[src/rtl/gdp_arbiter.sv]
// -----------------------------------------------------------------------------
// gdp_arbiter
//
// Shares a single GDP instance (bit-count datapath plus control unit) between
// two independent requesters. A round-robin arbiter picks a winner, latches
// its 8-bit operand onto the GDP input, pulses GDP start, waits for GDP done
// (with a timeout), returns the captured run sum to the winner, then restarts
// the GDP so it is clean for the next job.
//
// Handshakes:
//   Request side: req_k is a level. While req_k is high n_k must be stable.
//   A one-cycle grant_k pulse says the operand has been captured and req_k
//   may be dropped. Requester k is only eligible while it has no pending
//   (unacknowledged) response.
//   Response side: rsp_valid_k rises with rsp_sum_k and both hold until
//   rsp_ack_k is sampled high while rsp_valid_k is high; rsp_valid_k is low
//   the following cycle. rsp_ack_k sampled while rsp_valid_k is low has no
//   effect.
//
// Ports:
//   clock, restart           clock (rising edge), synchronous active-high reset
//   req0/n0/grant0           requester 0 job request, operand, grant pulse
//   rsp_valid0/rsp_sum0/
//   rsp_ack0                 requester 0 response channel
//   req1 ... rsp_ack1        same for requester 1
//   gdp_n_in, gdp_start,
//   gdp_restart              drive the GDP operand, start and restart
//   gdp_done, gdp_sum        GDP completion flag and run sum
//   busy                     high whenever the sequencer is not IDLE
//   timeout_err              sticky: some job was abandoned on timeout
//   dbg_state                current sequencer state (debug observation)
// -----------------------------------------------------------------------------
module gdp_arbiter #(
    parameter int TIMEOUT = 64   // max cycles in WAIT, legal range 2..255
) (
    input  logic       clock,
    input  logic       restart,

    input  logic       req0,
    input  logic [7:0] n0,
    output logic       grant0,
    output logic       rsp_valid0,
    output logic [7:0] rsp_sum0,
    input  logic       rsp_ack0,

    input  logic       req1,
    input  logic [7:0] n1,
    output logic       grant1,
    output logic       rsp_valid1,
    output logic [7:0] rsp_sum1,
    input  logic       rsp_ack1,

    output logic [7:0] gdp_n_in,
    output logic       gdp_start,
    output logic       gdp_restart,
    input  logic       gdp_done,
    input  logic [7:0] gdp_sum,

    output logic       busy,
    output logic       timeout_err,
    output logic [2:0] dbg_state
);

    typedef enum logic [2:0] {
        S_IDLE    = 3'd0,
        S_LAUNCH  = 3'd1,
        S_WAIT    = 3'd2,
        S_RECOVER = 3'd3,
        S_SETTLE  = 3'd4
    } state_e;

    // Last counter value allowed in WAIT before the job is abandoned.
    localparam logic [7:0] TO_LAST = 8'(TIMEOUT - 1);

    state_e     state_q,      state_d;
    logic       last_grant_q, last_grant_d;   // requester granted most recently
    logic       owner_q,      owner_d;        // requester owning the current job
    logic [7:0] cnt_q,        cnt_d;          // cycles spent in WAIT
    logic       grant0_q,     grant0_d;
    logic       grant1_q,     grant1_d;
    logic       rsp_valid0_q, rsp_valid0_d;
    logic       rsp_valid1_q, rsp_valid1_d;
    logic [7:0] rsp_sum0_q,   rsp_sum0_d;
    logic [7:0] rsp_sum1_q,   rsp_sum1_d;
    logic [7:0] n_in_q,       n_in_d;
    logic       start_q,      start_d;
    logic       terr_q,       terr_d;

    logic       elig0;
    logic       elig1;
    logic       pick1;

    // A requester with an unacknowledged result cannot start another job.
    assign elig0 = req0 & ~rsp_valid0_q;
    assign elig1 = req1 & ~rsp_valid1_q;

    // Requester 1 wins when it is the only eligible one, or when both are
    // eligible and requester 0 was served last.
    assign pick1 = elig1 & (~elig0 | ~last_grant_q);

    always_comb begin
        state_d      = state_q;
        last_grant_d = last_grant_q;
        owner_d      = owner_q;
        cnt_d        = cnt_q;
        grant0_d     = 1'b0;
        grant1_d     = 1'b0;
        rsp_valid0_d = rsp_valid0_q;
        rsp_valid1_d = rsp_valid1_q;
        rsp_sum0_d   = rsp_sum0_q;
        rsp_sum1_d   = rsp_sum1_q;
        n_in_d       = n_in_q;
        start_d      = 1'b0;
        terr_d       = terr_q;

        // Response consumption. A set from WAIT below can never hit the same
        // requester in the same cycle: the owner had no pending response.
        if (rsp_valid0_q && rsp_ack0) begin
            rsp_valid0_d = 1'b0;
        end
        if (rsp_valid1_q && rsp_ack1) begin
            rsp_valid1_d = 1'b0;
        end

        case (state_q)
            S_IDLE: begin
                if (elig0 || elig1) begin
                    if (pick1) begin
                        n_in_d       = n1;
                        owner_d      = 1'b1;
                        last_grant_d = 1'b1;
                        grant1_d     = 1'b1;
                    end else begin
                        n_in_d       = n0;
                        owner_d      = 1'b0;
                        last_grant_d = 1'b0;
                        grant0_d     = 1'b1;
                    end
                    state_d = S_LAUNCH;
                end
            end

            S_LAUNCH: begin
                start_d = 1'b1;
                cnt_d   = 8'd0;
                state_d = S_WAIT;
            end

            S_WAIT: begin
                cnt_d = cnt_q + 8'd1;
                // done wins over a timeout landing in the same cycle.
                if (gdp_done) begin
                    if (owner_q) begin
                        rsp_sum1_d   = gdp_sum;
                        rsp_valid1_d = 1'b1;
                    end else begin
                        rsp_sum0_d   = gdp_sum;
                        rsp_valid0_d = 1'b1;
                    end
                    state_d = S_RECOVER;
                end else if (cnt_q == TO_LAST) begin
                    if (owner_q) begin
                        rsp_sum1_d   = 8'hFF;
                        rsp_valid1_d = 1'b1;
                    end else begin
                        rsp_sum0_d   = 8'hFF;
                        rsp_valid0_d = 1'b1;
                    end
                    terr_d  = 1'b1;
                    state_d = S_RECOVER;
                end
            end

            S_RECOVER: begin
                // gdp_restart is driven combinationally from this state.
                state_d = S_SETTLE;
            end

            S_SETTLE: begin
                // The GDP holds done until its restart takes effect; do not
                // reopen arbitration while a stale done is still visible.
                if (!gdp_done) begin
                    state_d = S_IDLE;
                end
            end

            default: begin
                state_d = S_IDLE;
            end
        endcase
    end

    always_ff @(posedge clock) begin
        if (restart) begin
            state_q      <= S_IDLE;
            last_grant_q <= 1'b1;
            owner_q      <= 1'b0;
            cnt_q        <= 8'd0;
            grant0_q     <= 1'b0;
            grant1_q     <= 1'b0;
            rsp_valid0_q <= 1'b0;
            rsp_valid1_q <= 1'b0;
            rsp_sum0_q   <= 8'd0;
            rsp_sum1_q   <= 8'd0;
            n_in_q       <= 8'd0;
            start_q      <= 1'b0;
            terr_q       <= 1'b0;
        end else begin
            state_q      <= state_d;
            last_grant_q <= last_grant_d;
            owner_q      <= owner_d;
            cnt_q        <= cnt_d;
            grant0_q     <= grant0_d;
            grant1_q     <= grant1_d;
            rsp_valid0_q <= rsp_valid0_d;
            rsp_valid1_q <= rsp_valid1_d;
            rsp_sum0_q   <= rsp_sum0_d;
            rsp_sum1_q   <= rsp_sum1_d;
            n_in_q       <= n_in_d;
            start_q      <= start_d;
            terr_q       <= terr_d;
        end
    end

    assign grant0      = grant0_q;
    assign grant1      = grant1_q;
    assign rsp_valid0  = rsp_valid0_q;
    assign rsp_valid1  = rsp_valid1_q;
    assign rsp_sum0    = rsp_sum0_q;
    assign rsp_sum1    = rsp_sum1_q;
    assign gdp_n_in    = n_in_q;
    assign gdp_start   = start_q;
    // The GDP is reset together with this block as well as after every job.
    assign gdp_restart = restart | (state_q == S_RECOVER);
    assign busy        = (state_q != S_IDLE);
    assign timeout_err = terr_q;
    assign dbg_state   = state_q;

endmodule
[config.mk]
export PLATFORM = sky130hd
export DESIGN_NAME = gdp_arbiter
export DESIGN_NICKNAME = d
export VERILOG_FILES = /design/src/rtl/gdp_arbiter.sv
export SDC_FILE = /design/constraint.sdc
export NUM_CORES = 1
export LEC_CHECK = 0
export BUFFER_PORTS_ARGS = -buffer_cell sky130_fd_sc_hd__clkbuf_2
export CAP_MARGIN = 20
export CORE_UTILIZATION = 48
export CTS_CLUSTER_SIZE = 20
export DETAILED_ROUTE_END_ITERATION = 8
export PLACE_DENSITY = 0.81
export SYNTH_ARGS = -nofsm -noshare
export SYNTH_HDL_FRONTEND = slang
export SYNTH_SLANG_ARGS = --single-unit
[constraint.sdc]
create_clock -name clock -period 2.29 [get_ports clock]
set_clock_uncertainty 0.05 [all_clocks]
set_input_delay 0.229 -clock clock [delete_from_list [all_inputs] [get_ports clock]]
set_output_delay 0.229 -clock clock [all_outputs]
set_load 0.02 [all_outputs]
[Word-level counts from Yosys, hierarchy flattened]
Index checks and enable logic that the tools add are counted.
Cells by class
  $add $sub $neg: 1
  equal/unequal tests: 8
  mux-type cells: 28
  bitwise operators: 13
  reductions and logical operators: 13
Operator list (number)
  8-bit 2-to-1 mux: 9
  8-bit one-hot mux with 2 select lines: 1
  3-bit one-hot mux with 5 select lines: 1
  1-bit 2-to-1 mux: 13
  3-bit 2-to-1 mux: 4
  3-bit AND reduction: 4
  8-bit by 1-bit adder with 8-bit output (second input constant): 1
  8-bit by 6-bit == test with 1-bit output (second input constant): 1
  1-bit NOT: 8
  3-bit by 2-bit == test with 1-bit output (second input constant): 2
  2-bit != test (second input constant): 2
  2-bit nonzero test: 2
  1-bit bitwise AND: 3
  3-bit by 1-bit == test with 1-bit output (second input constant): 1
  3-bit == test (second input constant): 1
  3-bit logical NOT: 1
  3-bit != test (second input constant): 1
  3-bit nonzero test: 1
  3-bit OR reduction: 1
  1-bit logical AND: 2
  1-bit OR: 2
  2-bit AND reduction: 1
  1-bit logical OR: 1
Word-level totals
  bits in registers: 43
  input port bits: 31
  output and inout bits: 35

[Depth between registers and ports, before layout]
  word-level depth: 6
  gate-level depth with buffers: 6
  depth with buffers taken out: 5

[Least setup slack after synthesis]
Ideal clock, no wire load.
  path type: reg2reg
  start point: register state_q[1], in the netlist dbg_state[1]
  end point: register cnt_q[7]
  arrival: 1740 ps
  slack: 430 ps
  stages on the path, launching flop included: 5
  period minus slack after synthesis: 1860 ps
  path through: dfxtp_1 > or3b_1 > or3_4 > or3_1 > a21oi_1
Between the ends
  longest elaborated chain between the ends: 2
RTL lines
  start: declaration: line 75  | state_e state_q, state_d;
  start signal: assignment: line 209  | state_q <= state_d;
  3-bit by 2-bit == test with 1-bit output / 3-bit by 1-bit == test with 1-bit output (equally long branches): line 125  | case (state_q)
  8-bit one-hot mux with 2 select lines / 2-bit nonzero test (equally long branches)
  end signal: assignment: line 212  | cnt_q <= cnt_d;
  end: declaration: line 78  | logic [7:0] cnt_q, cnt_d;
Several ways; a longest one is shown, not always the timed one.
A chain may end at the register's enable or synchronous reset.

[Worst setup path after layout]
Ends and elaborated chain as after synthesis.

==> out/qor.yml <==
synth:
  synth_top_family_by_area: "simple AND/OR/NAND/NOR gates"
  yosysSeqAreaShare: 0.476
  netlist_area_mm2: 0.00181
  synth_nets: 242
  synth_flop_cell: "dfxtp_1"
  synth.most_common_cell: "dfxtp_1"
  synth_compound_area_frac: 0.174
  syn_inst: 210
  synth_cell_types: 36
  synth_common_cells: "dfxtp_1, nor2_1, a21oi_1"
  netlist.area_leader.share: 0.476
  ys_ff_latch: 43
  synthAdderAreaFrac: 0.00692
  synth_mux_area_frac: 0.0498
  synth_edf_count: 0
  synthArstFlopShare: 0
  yosys.area_share.simple: 0.259
  synth_area_per_cell_um2: 8.62
  yosys_warnings: 0
  synthXorXnorAreaFrac: 0
  synth_area_leaders: "dfxtp_1, nor2_1, a21oi_1, mux2i_1, nor3_1"
  synth_area_leader_cell: "dfxtp_1"
hold_path:
  hp-start: "rsp_ack1"
  hp-class: "input port to flip-flop"
  min_delay_path_depth: 4
critical_path:
  cp_cell_sequence: "or3b_1 -> or3_4 -> or3_1 -> a21oi_1"
  cp_slowest_cell: "dfxtp_1"
  r2r_cells: 4
  cp-startpoint: "dbg_state[1]"
  cp_data_arrival_time_ps: 2020
  cp-start-kind: "flip-flop"
  cp_max_fo: 9
  endpoint_kind: "flip-flop"
  crit_type: "flip-flop to flip-flop"
  crit_required_ps: 2460
  rr_startpoint: "dbg_state[1]"
  max_stage_delay_ps: 450
final_layout:
  multi_input_area_um2: 887
  fin_cells: 323
  seqCellArea_um2: 861
  nets: 308
  diodes: 0
  syn_to_final_growth_pct: 25.4
  drive_gt1_frac: 0.296
  fin_util: 0.654
  n_fill_cell: 294
floorplanning:
  die_y_um: 63.4
  die_area_mm2: 0.00402
  num_rows: 21
  chipWidth_um: 63.4
  design.core.area_mm2: 0.00347
  start_util: 0.522
  pin_count: 66
sta:
  setup_violations: 0
  rsz0062_at_grt: "no"
  hold_ws_ps: 190
  fin_crit_ps: 1850
  worst_pin_slew_ps: 515
  drv_slew: 0
  finalCritPeriodShare: 0.806
  clock.fmax_ghz: 0.542
  tns_ps: 0
  slew_headroom: 0.656
  hold_violations: 0
place:
  hpwl_um: 2920
  dp.cells: 315
  gp_congestion: 0.809
  numPortBuffers: 65
global_route:
  grt_pass1_wl_um: 6770
  antenna_found_initial: 0
  gr-total-overflow: 0
  grtUsageTotal: 0.215
  grt_pass1_vias: 1504
  grt_max_degree: 27
clocking:
  cts_resized: 0
  postCtsHoldBufs: 0
  htree_levels: 2
  cts_tree: "yes"
  post_cts_buffers: 0
  cts_buffers: 5
  numClockSinks: 43
  clk_pin_slew_ps: 80
  clk_latency_ps: 290
  clk_path_buf_depth: 2
  cts-root-buf: "clkbuf_8"
detailed_routing:
  post_drt_wl_per_cell_um: 12.1
  highest_layer: "met4"
  num_vias: 1690
  met2_length_um: 1810
  wirelength_um: 3920
  wl_met3_um: 239
  vias_per_cell: 5.23
  first_iter_violations: 191
  dr.pass1.iters: 4
  drtAntennaViolNets: 0
  wl_met1_um: 1800
  drc_errors: 0
job:
  cap_violations: 0
run_status:
  outcome: "completed"
power_and_ir_drop:
  cellLeakagePower_nw: 0.977
  irDropWorstVdd_mv: 0.401
  pwr_density_cell_mw_per_mm2: 729
[layout by cell type (no fill, tap or decap), types with 3 or more instances in the layout]
cell type / netlist / layout
a211oi_1: 9 / 9
clkbuf_2: 0 / 65
nor3_1: 16 / 16
nand2b_1: 11 / 11
a21oi_1: 27 / 27
inv_1: 3 / 3
nor2_1: 41 / 41
buf_4: 0 / 6
mux2i_1: 9 / 9
dfxtp_1: 43 / 43
nand2_1: 7 / 7
clkbuf_8: 0 / 5
[cells by family (layout without fill, tap and decap cells)]
logic type,after synthesis,after routing
AND/OR/NAND/NOR,94,94
AO/OA/AOI/OAI,48,48
flip-flops,43,43
buffers and inverters,15,82
multiplexers,9,9
adder cells (fa/ha/maj),1,1
[critical path: cells and delay by family (launching register included)]
family           cells  cell delay (ps)
AND/OR/NAND/NOR      3             1130
AO/OA/AOI/OAI        1              130
flip-flops           1              450
[through the flow]
| stage | total power, W | instance area, um^2 | setup WS, ps |
|---|---|---|---|
| detailed placement | 0.00122 | 2190 | 484 |
| finish | 0.00165 | 2270 | 444 |
| floorplan | 0.00110 | 1810 | 430 |
| global placement | 0.00121 | 2190 | 511 |
| CTS | 0.00167 | 2270 | 456 |
| global route | 0.00175 | 2270 | 291 |
[power by group]
group          internal [W]  leakage [nW]  switching [W]  total, W
registers          0.000802         0.350      0.0000362  0.000838
clock network      0.000214        0.0422       0.000238  0.000452
logic              0.000142         0.584       0.000222  0.000364
[sequential cells by signal, indices dropped and copies added (netlist names), 3 cells and up]
signal / count
gdp_n_in: 8
rsp_sum1: 8
dbg_state: 3
rsp_sum0: 8
cnt_q: 8
[worst paths after layout]
kind	endpoint	slack (ps)
min reg2reg	last_grant_q	430
min	rsp_valid1	190
max	cnt_q[7]	440
max reg2reg	cnt_q[7]	440
[per-layer routing]
layer / vias up / GRT usage
li1: 874 / -
met1: 754 / 0.275
met2: 54 / 0.340
met3: 8 / 0.0471
met4: 0 / 0.102
met5: - / 0
[final cells by class]
cell class | count | share of cell area
sequential | 43 | 0.379
clock inverter | 1 | 0.00221
multi-input combinational | 152 | 0.391
timing repair buffer | 71 | 0.163
inverter | 3 | 0.00496
clock buffer | 7 | 0.0336
tap | 46 | 0.0254
(Power assumes the default switching activity.)
